`src/rtl/stepper_pkg.sv`:
```
// Shared types and constants for the stepper phase sequencer.
// Phase table, FSM state encoding and default widths live here.
package stepper_pkg;

    localparam int DIV_W_DEF = 26;
    localparam int CNT_W_DEF = 16;
    localparam int POS_W_DEF = 24;

    // Entry i is the coil pattern for idx i; odd entries are the full-step positions.
    localparam logic [7:0][3:0] PHASE_TABLE = {
        4'b1001, 4'b1000, 4'b1100, 4'b0100,
        4'b0110, 4'b0010, 4'b0011, 4'b0001
    };

    localparam logic [2:0] IDX_RESET = 3'd1;

    typedef enum logic {
        IDLE = 1'b0,
        RUN  = 1'b1
    } state_t;

    // Full mode from an even idx takes a single aligning step to reach a full-step position.
    function automatic logic [1:0] step_delta(input logic [2:0] idx, input logic half);
        return (!half && idx[0]) ? 2'd2 : 2'd1;
    endfunction

endpackage

```
`src/rtl/stepper_if.sv`:
```
// Command/status bundle between the motion-control FSM and the stepper sequencer.
// The master modport is the motion controller; the slave modport is the sequencer.
interface stepper_if
    import stepper_pkg::*;
#(
    parameter int DIV_W = DIV_W_DEF,
    parameter int CNT_W = CNT_W_DEF,
    parameter int POS_W = POS_W_DEF
);
    logic             start;
    logic [CNT_W-1:0] steps;
    logic             dir;
    logic             half;
    logic [DIV_W-1:0] period;
    logic             hold_en;
    logic             abort;
    logic [3:0]       coil;
    logic             busy;
    logic             done;
    logic             aborted;
    logic             step_pulse;
    logic [POS_W-1:0] pos;

    modport master (
        output start, steps, dir, half, period, hold_en, abort,
        input  coil, busy, done, aborted, step_pulse, pos
    );

    modport slave (
        input  start, steps, dir, half, period, hold_en, abort,
        output coil, busy, done, aborted, step_pulse, pos
    );

endinterface

```
`src/rtl/step_prescaler.sv`:
```
// Period counter: counts 0..period-1 while enabled and flags the terminal count.
// period must be at least 1; clr has priority over counting.
module step_prescaler #(
    parameter int W = 26
) (
    input  logic         clk,
    input  logic         areset_n,
    input  logic         clr,
    input  logic         en,
    input  logic [W-1:0] period,
    output logic         tick
);

    logic [W-1:0] cnt;

    assign tick = en && !clr && (cnt == period - W'(1));

    always_ff @(posedge clk) begin
        if (!areset_n) begin
            cnt <= '0;
        end else if (clr) begin
            cnt <= '0;
        end else if (en) begin
            cnt <= tick ? '0 : cnt + W'(1);
        end
    end

endmodule

```
`src/rtl/stepper_seq.sv`:
```
// 4-coil stepper phase sequencer: runs N-step moves in full or half-step mode,
// tracks signed position in half-step units and drives registered coil outputs.
//
//   state | meaning
//   IDLE  | no move; coils hold table[idx] or off per hold_en; waits for start
//   RUN   | move active; steps on each prescaler tick until remaining hits 0 or abort
module stepper_seq
    import stepper_pkg::*;
#(
    parameter int DIV_W = DIV_W_DEF,
    parameter int CNT_W = CNT_W_DEF,
    parameter int POS_W = POS_W_DEF
) (
    input  logic clk,
    input  logic areset_n,
    stepper_if.slave bus
);

    state_t           state, state_n;
    logic [2:0]       idx, idx_n;
    logic [POS_W-1:0] pos, pos_n;
    logic [CNT_W-1:0] remaining, remaining_n;
    logic             dir_q, dir_n;
    logic             half_q, half_n;
    logic [DIV_W-1:0] period_q, period_n;
    logic             busy, busy_n;
    logic             done, done_n;
    logic             aborted, aborted_n;
    logic             pulse, pulse_n;
    logic [3:0]       coil, coil_n;
    logic             presc_clr;
    logic             presc_en;
    logic             tick;
    logic [1:0]       delta;

    // After the final step the FSM spends one cycle in RUN to raise done; no ticks then.
    assign presc_en = (state == RUN) && (remaining != '0);
    assign delta    = step_delta(idx, half_q);

    step_prescaler #(.W(DIV_W)) u_presc (
        .clk      (clk),
        .areset_n (areset_n),
        .clr      (presc_clr),
        .en       (presc_en),
        .period   (period_q),
        .tick     (tick)
    );

    always_comb begin
        state_n     = state;
        idx_n       = idx;
        pos_n       = pos;
        remaining_n = remaining;
        dir_n       = dir_q;
        half_n      = half_q;
        period_n    = period_q;
        busy_n      = busy;
        done_n      = 1'b0;
        aborted_n   = aborted;
        pulse_n     = 1'b0;
        presc_clr   = 1'b0;

        case (state)
            IDLE: begin
                if (bus.start) begin
                    dir_n       = bus.dir;
                    half_n      = bus.half;
                    period_n    = (bus.period == '0) ? DIV_W'(1) : bus.period;
                    remaining_n = bus.steps;
                    presc_clr   = 1'b1;
                    aborted_n   = 1'b0;
                    if (bus.steps == '0) begin
                        done_n = 1'b1;
                    end else begin
                        state_n = RUN;
                        busy_n  = 1'b1;
                    end
                end
            end
            RUN: begin
                if (tick) begin
                    idx_n       = dir_q ? idx + {1'b0, delta} : idx - {1'b0, delta};
                    pos_n       = dir_q ? pos + POS_W'(delta) : pos - POS_W'(delta);
                    remaining_n = remaining - CNT_W'(1);
                    pulse_n     = 1'b1;
                end
                if (remaining == '0) begin
                    state_n = IDLE;
                    busy_n  = 1'b0;
                    done_n  = 1'b1;
                end else if (bus.abort) begin
                    state_n   = IDLE;
                    busy_n    = 1'b0;
                    done_n    = 1'b1;
                    aborted_n = 1'b1;
                end
            end
            default: begin
                state_n = IDLE;
                busy_n  = 1'b0;
            end
        endcase

        coil_n = (busy_n || bus.hold_en) ? PHASE_TABLE[idx_n] : 4'b0000;
    end

    always_ff @(posedge clk) begin
        if (!areset_n) begin
            state     <= IDLE;
            idx       <= IDX_RESET;
            pos       <= '0;
            remaining <= '0;
            dir_q     <= 1'b0;
            half_q    <= 1'b0;
            period_q  <= DIV_W'(1);
            busy      <= 1'b0;
            done      <= 1'b0;
            aborted   <= 1'b0;
            pulse     <= 1'b0;
            coil      <= bus.hold_en ? PHASE_TABLE[IDX_RESET] : 4'b0000;
        end else begin
            state     <= state_n;
            idx       <= idx_n;
            pos       <= pos_n;
            remaining <= remaining_n;
            dir_q     <= dir_n;
            half_q    <= half_n;
            period_q  <= period_n;
            busy      <= busy_n;
            done      <= done_n;
            aborted   <= aborted_n;
            pulse     <= pulse_n;
            coil      <= coil_n;
        end
    end

    assign bus.coil       = coil;
    assign bus.busy       = busy;
    assign bus.done       = done;
    assign bus.aborted    = aborted;
    assign bus.step_pulse = pulse;
    assign bus.pos        = pos;

endmodule

```
`src/flat_wrapper.sv`:
```
// flat-port wrapper written by rule: the top's interface ports become plain ports
module stepper_seq_flat import stepper_pkg::*;
#(
    parameter int DIV_W = DIV_W_DEF,
    parameter int CNT_W = CNT_W_DEF,
    parameter int POS_W = POS_W_DEF
)
  (clk, areset_n, bus_start, bus_steps, bus_dir, bus_half, bus_period, bus_hold_en, bus_abort, bus_coil, bus_busy, bus_done, bus_aborted, bus_step_pulse, bus_pos);
  stepper_if #(.DIV_W(DIV_W), .CNT_W(CNT_W), .POS_W(POS_W)) bus_i ();
  input  logic clk;
  input  logic areset_n;
  input wire logic [$bits(bus_i.start)-1:0] bus_start;
  input wire logic [$bits(bus_i.steps)-1:0] bus_steps;
  input wire logic [$bits(bus_i.dir)-1:0] bus_dir;
  input wire logic [$bits(bus_i.half)-1:0] bus_half;
  input wire logic [$bits(bus_i.period)-1:0] bus_period;
  input wire logic [$bits(bus_i.hold_en)-1:0] bus_hold_en;
  input wire logic [$bits(bus_i.abort)-1:0] bus_abort;
  output wire logic [$bits(bus_i.coil)-1:0] bus_coil;
  output wire logic [$bits(bus_i.busy)-1:0] bus_busy;
  output wire logic [$bits(bus_i.done)-1:0] bus_done;
  output wire logic [$bits(bus_i.aborted)-1:0] bus_aborted;
  output wire logic [$bits(bus_i.step_pulse)-1:0] bus_step_pulse;
  output wire logic [$bits(bus_i.pos)-1:0] bus_pos;
  assign bus_i.start = bus_start;
  assign bus_i.steps = bus_steps;
  assign bus_i.dir = bus_dir;
  assign bus_i.half = bus_half;
  assign bus_i.period = bus_period;
  assign bus_i.hold_en = bus_hold_en;
  assign bus_i.abort = bus_abort;
  assign bus_coil = bus_i.coil;
  assign bus_busy = bus_i.busy;
  assign bus_done = bus_i.done;
  assign bus_aborted = bus_i.aborted;
  assign bus_step_pulse = bus_i.step_pulse;
  assign bus_pos = bus_i.pos;
  stepper_seq #(.DIV_W(DIV_W), .CNT_W(CNT_W), .POS_W(POS_W)) u_core (.clk(clk), .areset_n(areset_n), .bus(bus_i));
endmodule
```
`config.mk`:
```
export PLATFORM = sky130hd
export DESIGN_NAME = stepper_seq_flat
export DESIGN_NICKNAME = d
export VERILOG_FILES = /design/src/rtl/stepper_pkg.sv /design/src/rtl/stepper_if.sv /design/src/rtl/step_prescaler.sv /design/src/rtl/stepper_seq.sv /design/src/flat_wrapper.sv
export SDC_FILE = /design/constraint.sdc
export NUM_CORES = 1
export LEC_CHECK = 0
export ABC_CLOCK_PERIOD_IN_PS = 3800
export CAP_MARGIN = 25
export CELL_PAD_IN_SITES_DETAIL_PLACEMENT = 0
export CELL_PAD_IN_SITES_GLOBAL_PLACEMENT = 1
export CORE_UTILIZATION = 42
export DETAILED_ROUTE_END_ITERATION = 10
export HOLD_SLACK_MARGIN = 0.1
export PLACE_DENSITY_LB_ADDON = 0.1
export SYNTH_ARGS = -nofsm -noshare
export SYNTH_HDL_FRONTEND = slang
export SYNTH_SLANG_ARGS = --single-unit
```
`constraint.sdc`:
```
create_clock -name clk -period 3.8 [get_ports clk]
set_clock_uncertainty 0.2 [all_clocks]
set_input_delay 0.57 -clock clk [delete_from_list [all_inputs] [get_ports clk]]
set_output_delay 0.57 -clock clk [all_outputs]
set_load 0.005 [all_outputs]
```
==> results of run 1 <==
## final cells by class
cell class              count  area (um^2)  share of cell area (%)
flip-flops and latches    106         2120                    25.3
clock buffers               9          225                    2.68
multi-input cells         695         4550                    54.3
repair buffers            106         1020                    12.2
inverters                  25         93.8                    1.12
clock inverters             5          105                    1.25
well taps                 216          270                    3.22
## kinds of logic (layout without fill, tap and decap cells)
family                   Yosys count  count (layout)  share of synthesized area [%]
adder cells (fa/ha/maj)           29              29                           5.47
multiplexers                      13              13                           1.88
buffers and inverters             64             145                           3.97
XOR/XNOR                          75              75                           9.51
AO/OA/AOI/OAI                    207             207                           20.5
flip-flops                       106             106                           30.7
AND/OR/NAND/NOR                  371             371                           27.9
## metrics by stage
stage                     total power, mW  util, %  hold slack, ns  instances
after floorplan                      1.59        -           0.231        865
after global placement               1.78     50.3           0.242       1146
after detailed placement             1.79     50.3           0.247       1146
after CTS                            2.87     52.3           0.258       1160
after global routing                 2.99     52.6           0.268       1162
final                                2.86     52.6           0.257       1162
## state kept, by name (all words and copies together) (netlist names)
| register | count |
|---|---|
| u_core.state | 1 |
| u_core.period_q | 26 |
| u_core.bus.pos | 24 |
| u_core.bus.aborted | 1 |
| u_core.idx | 3 |
| u_core.bus.coil | 4 |
| u_core.bus.step_pulse | 1 |
| u_core.u_presc.cnt | 26 |
| u_core.half_q | 1 |
| u_core.dir_q | 1 |
| u_core.bus.busy | 1 |
| u_core.remaining | 16 |
| u_core.bus.done | 1 |
## path summary, 6_finish.rpt
check,startpoint,cells after the start,end
worst min register to register,u_core.half_q,2,u_core.half_q
worst max register to register,u_core.period_q[1],13,u_core.remaining[6]
worst max-delay path,u_core.period_q[1],13,u_core.remaining[6]
worst min-delay path,u_core.half_q,2,u_core.half_q
## cells in the mapped netlist (6+ instances only)
cell type / count / share of area [%]
buf_2: 6 / 0.43
or3_1: 8 / 0.72
and4_1: 7 / 0.89
a211oi_1: 7 / 0.76
dfxtp_1: 106 / 31
inv_1: 24 / 1.3
nand2_1: 118 / 6.4
clkbuf_1: 27 / 1.5
nor4_1: 19 / 1.7
nand2b_1: 6 / 0.54
nand4_1: 17 / 1.5
and3_1: 14 / 1.3
o21a_1: 10 / 1.1
xnor2_1: 46 / 5.8
a21oi_1: 73 / 5.3
ha_1: 27 / 4.9
a311oi_1: 6 / 0.76
a21o_1: 10 / 1.1
nor2_1: 80 / 4.3
nand3_1: 22 / 1.6
or2_2: 6 / 0.54
xor2_1: 29 / 3.7
o21ai_0: 22 / 1.6
nor3_1: 28 / 2.0
mux2i_1: 13 / 1.9
a31oi_1: 14 / 1.3
and2_1: 6 / 0.54
## routing by layer
layer / vias to the layer above / part of all wire, %
met5: - / 0
met4: 0 / 2.0
met3: 34 / 4.1
met2: 167 / 48
met1: 3190 / 46
li1: 3289 / -
## repair_timing
action	in CTS	in global routing
endpoints found under the hold margin	0	0
buffers inserted	0	2
setup endpoints to repair	0	27
gates resized for setup	0	5
## worst max-delay path: cells and delay by family (launching register included)
family	cells	cell delay [ns]
fa+ha+maj	1	0.23
flops	1	0.39
simple gates	5	1.78
buf+inv	3	0.36
compound gates	4	0.60
## report_power, final
part           total (mW)  internal [mW]  switching [mW]
Sequential           1.20           1.15          0.0553
Clock                1.08          0.637           0.438
Combinational       0.578          0.253           0.325
==> impl_results.md, run 1 <==
- CTS buffer count: 9
- Post-Synthesis Cells: 865
- Slew margin rel.: 48.8%
- Synthesized flop and latch total: 106
- P per Cell Area: 341 mW/mm^2
- Setup ws final: 0.170 ns
- Status: complete, no violations
- Largest net degree at the start of global routing: 47
- Final cycle utilization of the critical path: 95.5%
- Number of global-route vias before repair: about 6400
- Die area: 0.0170 mm^2
- CTS tree: built
- Number of synthesized flops with an enable pin: 0
- Die Y: 130 um
- Cts hold-fix bufs: 0
- Post-synthesis cell type count: 88
- Post-Syn Nets: about 940
- WP data arrival: 3.72 ns
- Placer congestion estimate: 0.885
- Cell mode on critical path: buf_4
- Global-route wire length before repair: 32.5 mm
- CP max FO: 7
- Crit-path slowest cell: or4_1
- Die X: 130 um
- I/O Buffers: 80
- Leakage: just over 3 nW
- Commonest non-fill, non-tap cell in the layout: nand2_1
- H-Tree Level Count: 3
- Initial antenna violation count: 0
- Core Region: 0.0159 mm^2
- Met3 track demand over resource: 3.40%
- Fmax: 276 MHz
- Final Instance Area: 0.00839 mm^2
- Site row count: 46
- Vias per cell: 5.75
- CTS Root Cell: clkbuf_16
- Met1 global-route usage: 32.0%
- FFs w/ async S/R, synth: 0%
- R2R setup slack: 0.17 ns
- Max Transition Viols Final: 0
- DRT iter0 DRCs: 461
- DP Wirelength: 15.0 mm
- Max incr delay on CP: 0.55 ns
- Met2 Usage GRT: 41.4%
- Max_cap viols: 0
- Synth Area per Inst: between 7 and 8 um^2
- ANT nets after route: 0
- Setup crit end kind: register
- Register area share after synthesis: 30.7%
- GRT Util Overall: 24.4%
- Tmin final: 3.63 ns
- Clk_lat worst skew: 0.36 ns
- Initial Util: 43.3%
- Reg clk slew, reported paths: 0.07 ns
- Average wire per standard cell: 17.3 um
- Global route hottest layer: met2
- Boundary Pins: 81
- Syn. warnings: 0
- Total Neg Setup Slack: 0 ns
- GRT overflow: 0
- Commonest non-fill, non-tap cells in the layout: 118 x nand2_1, 106 x dfxtp_1, 80 x clkdlybuf4s50_1
- Hold Fails Final Rpt: 0
- Final Net Count: between 1000 and 1500
- Worst Max-Slew Pin Slew: 0.763 ns
- Crit-path cells: inv_1 > ha_1 > nor4b_4 > buf_4 > buf_4 > a21bo_2 > a21oi_1 > a211oi_1 > or4_1 > nor3_2 > and3_1 > or4b_1 > a31oi_1
- Setup CP Type: reg -> reg
- First-pass DRT Iterations: 5
- Via count: 6680
- Max VDD drop: 0.219 mV
- Primary FF master, synth: dfxtp_1
- Dpl cell area: 0.00801 mm^2
- Area Growth Syn to Fin: 21.4%
- Worst Setup Start Kind: register
- Maximum root-to-sink buffer count: 2
- Hold WC Path Type: reg -> reg
- Final WL: 20.1 mm
- Worst slack at placement: 0.172 ns
- Layout cells sized above 1: 7.93%
- RSZ-0062 raised after global routing: false
- Post-Synthesis Cell Area: 0.00691 mm^2
- DR DRC count: 0
- Setup violations, final: 0
- Worst path required time: 3.89 ns
- FILL cells: 1535
- CTS Sinks: between 100 and 150
- Diode count: 0
(Power assumes the default switching activity.)
==> run 2: changes to the inputs <==
- ABC_CLOCK_PERIOD_IN_PS: 3800 -> 3900
- clock period: 3.8 -> 3.9 ns (I/O delays scaled with it)
==> run 2 against run 1 <==
  * Sequential power about the same
  * Wire length decreased by 0.71%
  * Combinational power decreased by 4.0%
  * Sequential cell count unchanged
  * Power decreased by 4.3%
  * First-iteration DRC count decreased by 10%
  * Count of clock-buffer cells in the layout increased by 2
  * Highest routed layer unchanged
  * Final area decreased by 0.72%
  * Global-route usage decreased by 0.17 points
  * Die area unchanged
==> impl_results.md, run 2 (synthesized netlist as in run 1, its figures left out) <==
- Final WL: 20.0 mm (-0.71%)
- CP max FO: 7 (unchanged)
- Vias per cell: 5.75 (about the same)
- DP Cell Count: 1141 (-0.44%)
- DRT iter0 DRCs: 415 (-10%)
- Leakage: 3.05 nW (-1.1%)
- CTS Root Cell: clkbuf_16
- Total Neg Setup Slack: 0 ns (unchanged)
- Reg clk slew, reported paths: 0.07 ns (about the same)
- Dpl cell area: 0.00796 mm^2 (-0.62%)
- GRT overflow: 0 (unchanged)
- Slew margin rel.: 55.1% (+6.3 points)
- Area Growth Syn to Fin: 20.6%
- Setup CP Type: reg -> reg
- Worst hold path depth: 2 (unchanged)
- Number of global-route vias before repair: 6407 (-0.14%)
- First-pass DRT Iterations: 5 (unchanged)
- DR DRC count: 0 (unchanged)
- Diode count: 0 (unchanged)
- GRT Util Overall: 24.2% (-0.17 points)
- Site row count: 46 (unchanged)
- RSZ-0062 raised after global routing: true
- Initial Util: 43.3% (unchanged)
- ANT nets after route: 0 (unchanged)
- Maximum root-to-sink buffer count: 2 (unchanged)
- Area of the multi-input gates: 0.00455 mm^2 (unchanged)
- CTS Sinks: 106 (unchanged)
- FILL cells: 1537 (+0.13%)
- Hold WC Path Type: reg -> reg
- Initial antenna violation count: 0 (unchanged)
- Final Instance Area: 0.00833 mm^2 (-0.72%)
- Largest net degree at the start of global routing: 47 (unchanged)
- Hold Fails Final Rpt: 0 (unchanged)
- Setup violations, final: 0 (unchanged)
- Placer congestion estimate: 0.887 (+0.15%)
- Worst path required time: 3.95 ns (+0.06 ns)
- Clk_lat worst skew: 0.35 ns (about the same)
- Die X: 130 um (unchanged)
- Max_cap viols: 0 (unchanged)
- Max VDD drop: 0.212 mV (-3.4%)
- Status: complete, no violations
- Tmin final: 3.70 ns (+0.0668 ns)
- Worst Setup Start Kind: register
- Core Region: 0.0159 mm^2 (unchanged)
- Layout cells sized above 1: 7.22% (-0.71 points)
- Biggest regs: u_core.period_q x26, u_core.u_presc.cnt x26, u_core.bus.pos x24
- I/O Buffers: 80 (unchanged)
- WP data arrival: 3.75 ns (+0.03 ns)
- Seq. cell area: 0.00212 mm^2 (unchanged)
- Global-route wire length before repair: 32.0 mm (-1.4%)
- Commonest non-fill, non-tap cells in the layout: 118 x nand2_1, 106 x dfxtp_1, 80 x clkdlybuf4s50_1
- CTS buffer count: 9 (unchanged)
- Setup crit end kind: register
- DP Wirelength: 14.7 mm (-2.0%)
- Max Transition Viols Final: 0 (unchanged)
- Worst Max-Slew Pin Slew: 0.668 ns (-0.0948 ns)
- P per Cell Area: 328 mW/mm^2 (-3.6%)
- Average wire per standard cell: 17.2 um (-0.36%)
- Boundary Pins: 81 (unchanged)
- Final Net Count: 1015 (-0.59%)
- Register-to-Register Path Depth: 12 (-1)
- CTS tree: built
- Die area: 0.0170 mm^2 (unchanged)
- Layout Cells excl Fill: 1158 (-0.34%)
- Commonest non-fill, non-tap cell in the layout: nand2_1
- Die Y: 130 um (unchanged)
- Fmax: 271 MHz (-1.8%)
- Via count: 6661 (-0.28%)
- Final cycle utilization of the critical path: 94.8% (-0.74 points)
- H-Tree Level Count: 3 (unchanged)
## run 2: where the power goes
group	switching (mW)	total [mW]	internal [mW]
Clock	0.425	1.00	0.579
Combinational	0.314	0.555	0.241
Sequential	0.0549	1.17	1.12
Total	0.794	2.73	1.94
## run 2: repair_timing
action                                 4_1_cts  5_1_grt
endpoints found under the hold margin        0        0
hold buffers                                 0        0
setup endpoints to repair                    0       36
gates resized for setup                      0        6
setup buffers                                0        1
## run 2: metrics by stage
step	utilization, %	setup WS, ns	power, mW	hold slack (ns)
finish	52.2	0.204	2.73	0.256
global route	52.2	-0.0225	2.86	0.275
detailed placement	49.9	0.231	1.74	0.251
CTS	51.9	0.203	2.75	0.262
floorplan	-	0.563	1.55	0.231
global placement	49.9	0.291	1.73	0.241
## run 2: critical path, cell delays in order (launching register included)
cell,delay (ns)
dfxtp_1,0.36
inv_1,0.07
ha_1,0.21
nor4b_4,0.41
xnor2_1,0.11
or4_1,0.44
a211o_1,0.36
nor4_1,0.37
nand4_1,0.26
buf_4,0.25
nor3_1,0.21
a311oi_1,0.08
o31ai_1,0.24
## run 2: routing by layer
metal	routed length [um]	track usage, %	vias up
met4	599	9.99	0
met3	771	3.98	39
met2	9440	40.6	164
li1	-	-	3278
met1	9170	30.8	3180
met5	0	0	-
## run 2: area by class of cell
cell class	count	share of cell area, %
repair buffers	100	11.7
inverters	25	1.13
clock inverters	5	0.931
well taps	216	3.25
clock buffers	11	2.91
multi-input cells	695	54.6
flip-flops and latches	106	25.5
## run 2: path summary, 6_finish.rpt
check / startpoint / end / slack [ns]
hold / removal: u_core.half_q / u_core.half_q / 0.26
hold reg to reg: u_core.half_q / u_core.half_q / 0.26
setup reg to reg: u_core.period_q[0] / u_core.bus.coil[0] / 0.20
setup / recovery: u_core.period_q[0] / u_core.bus.coil[0] / 0.20
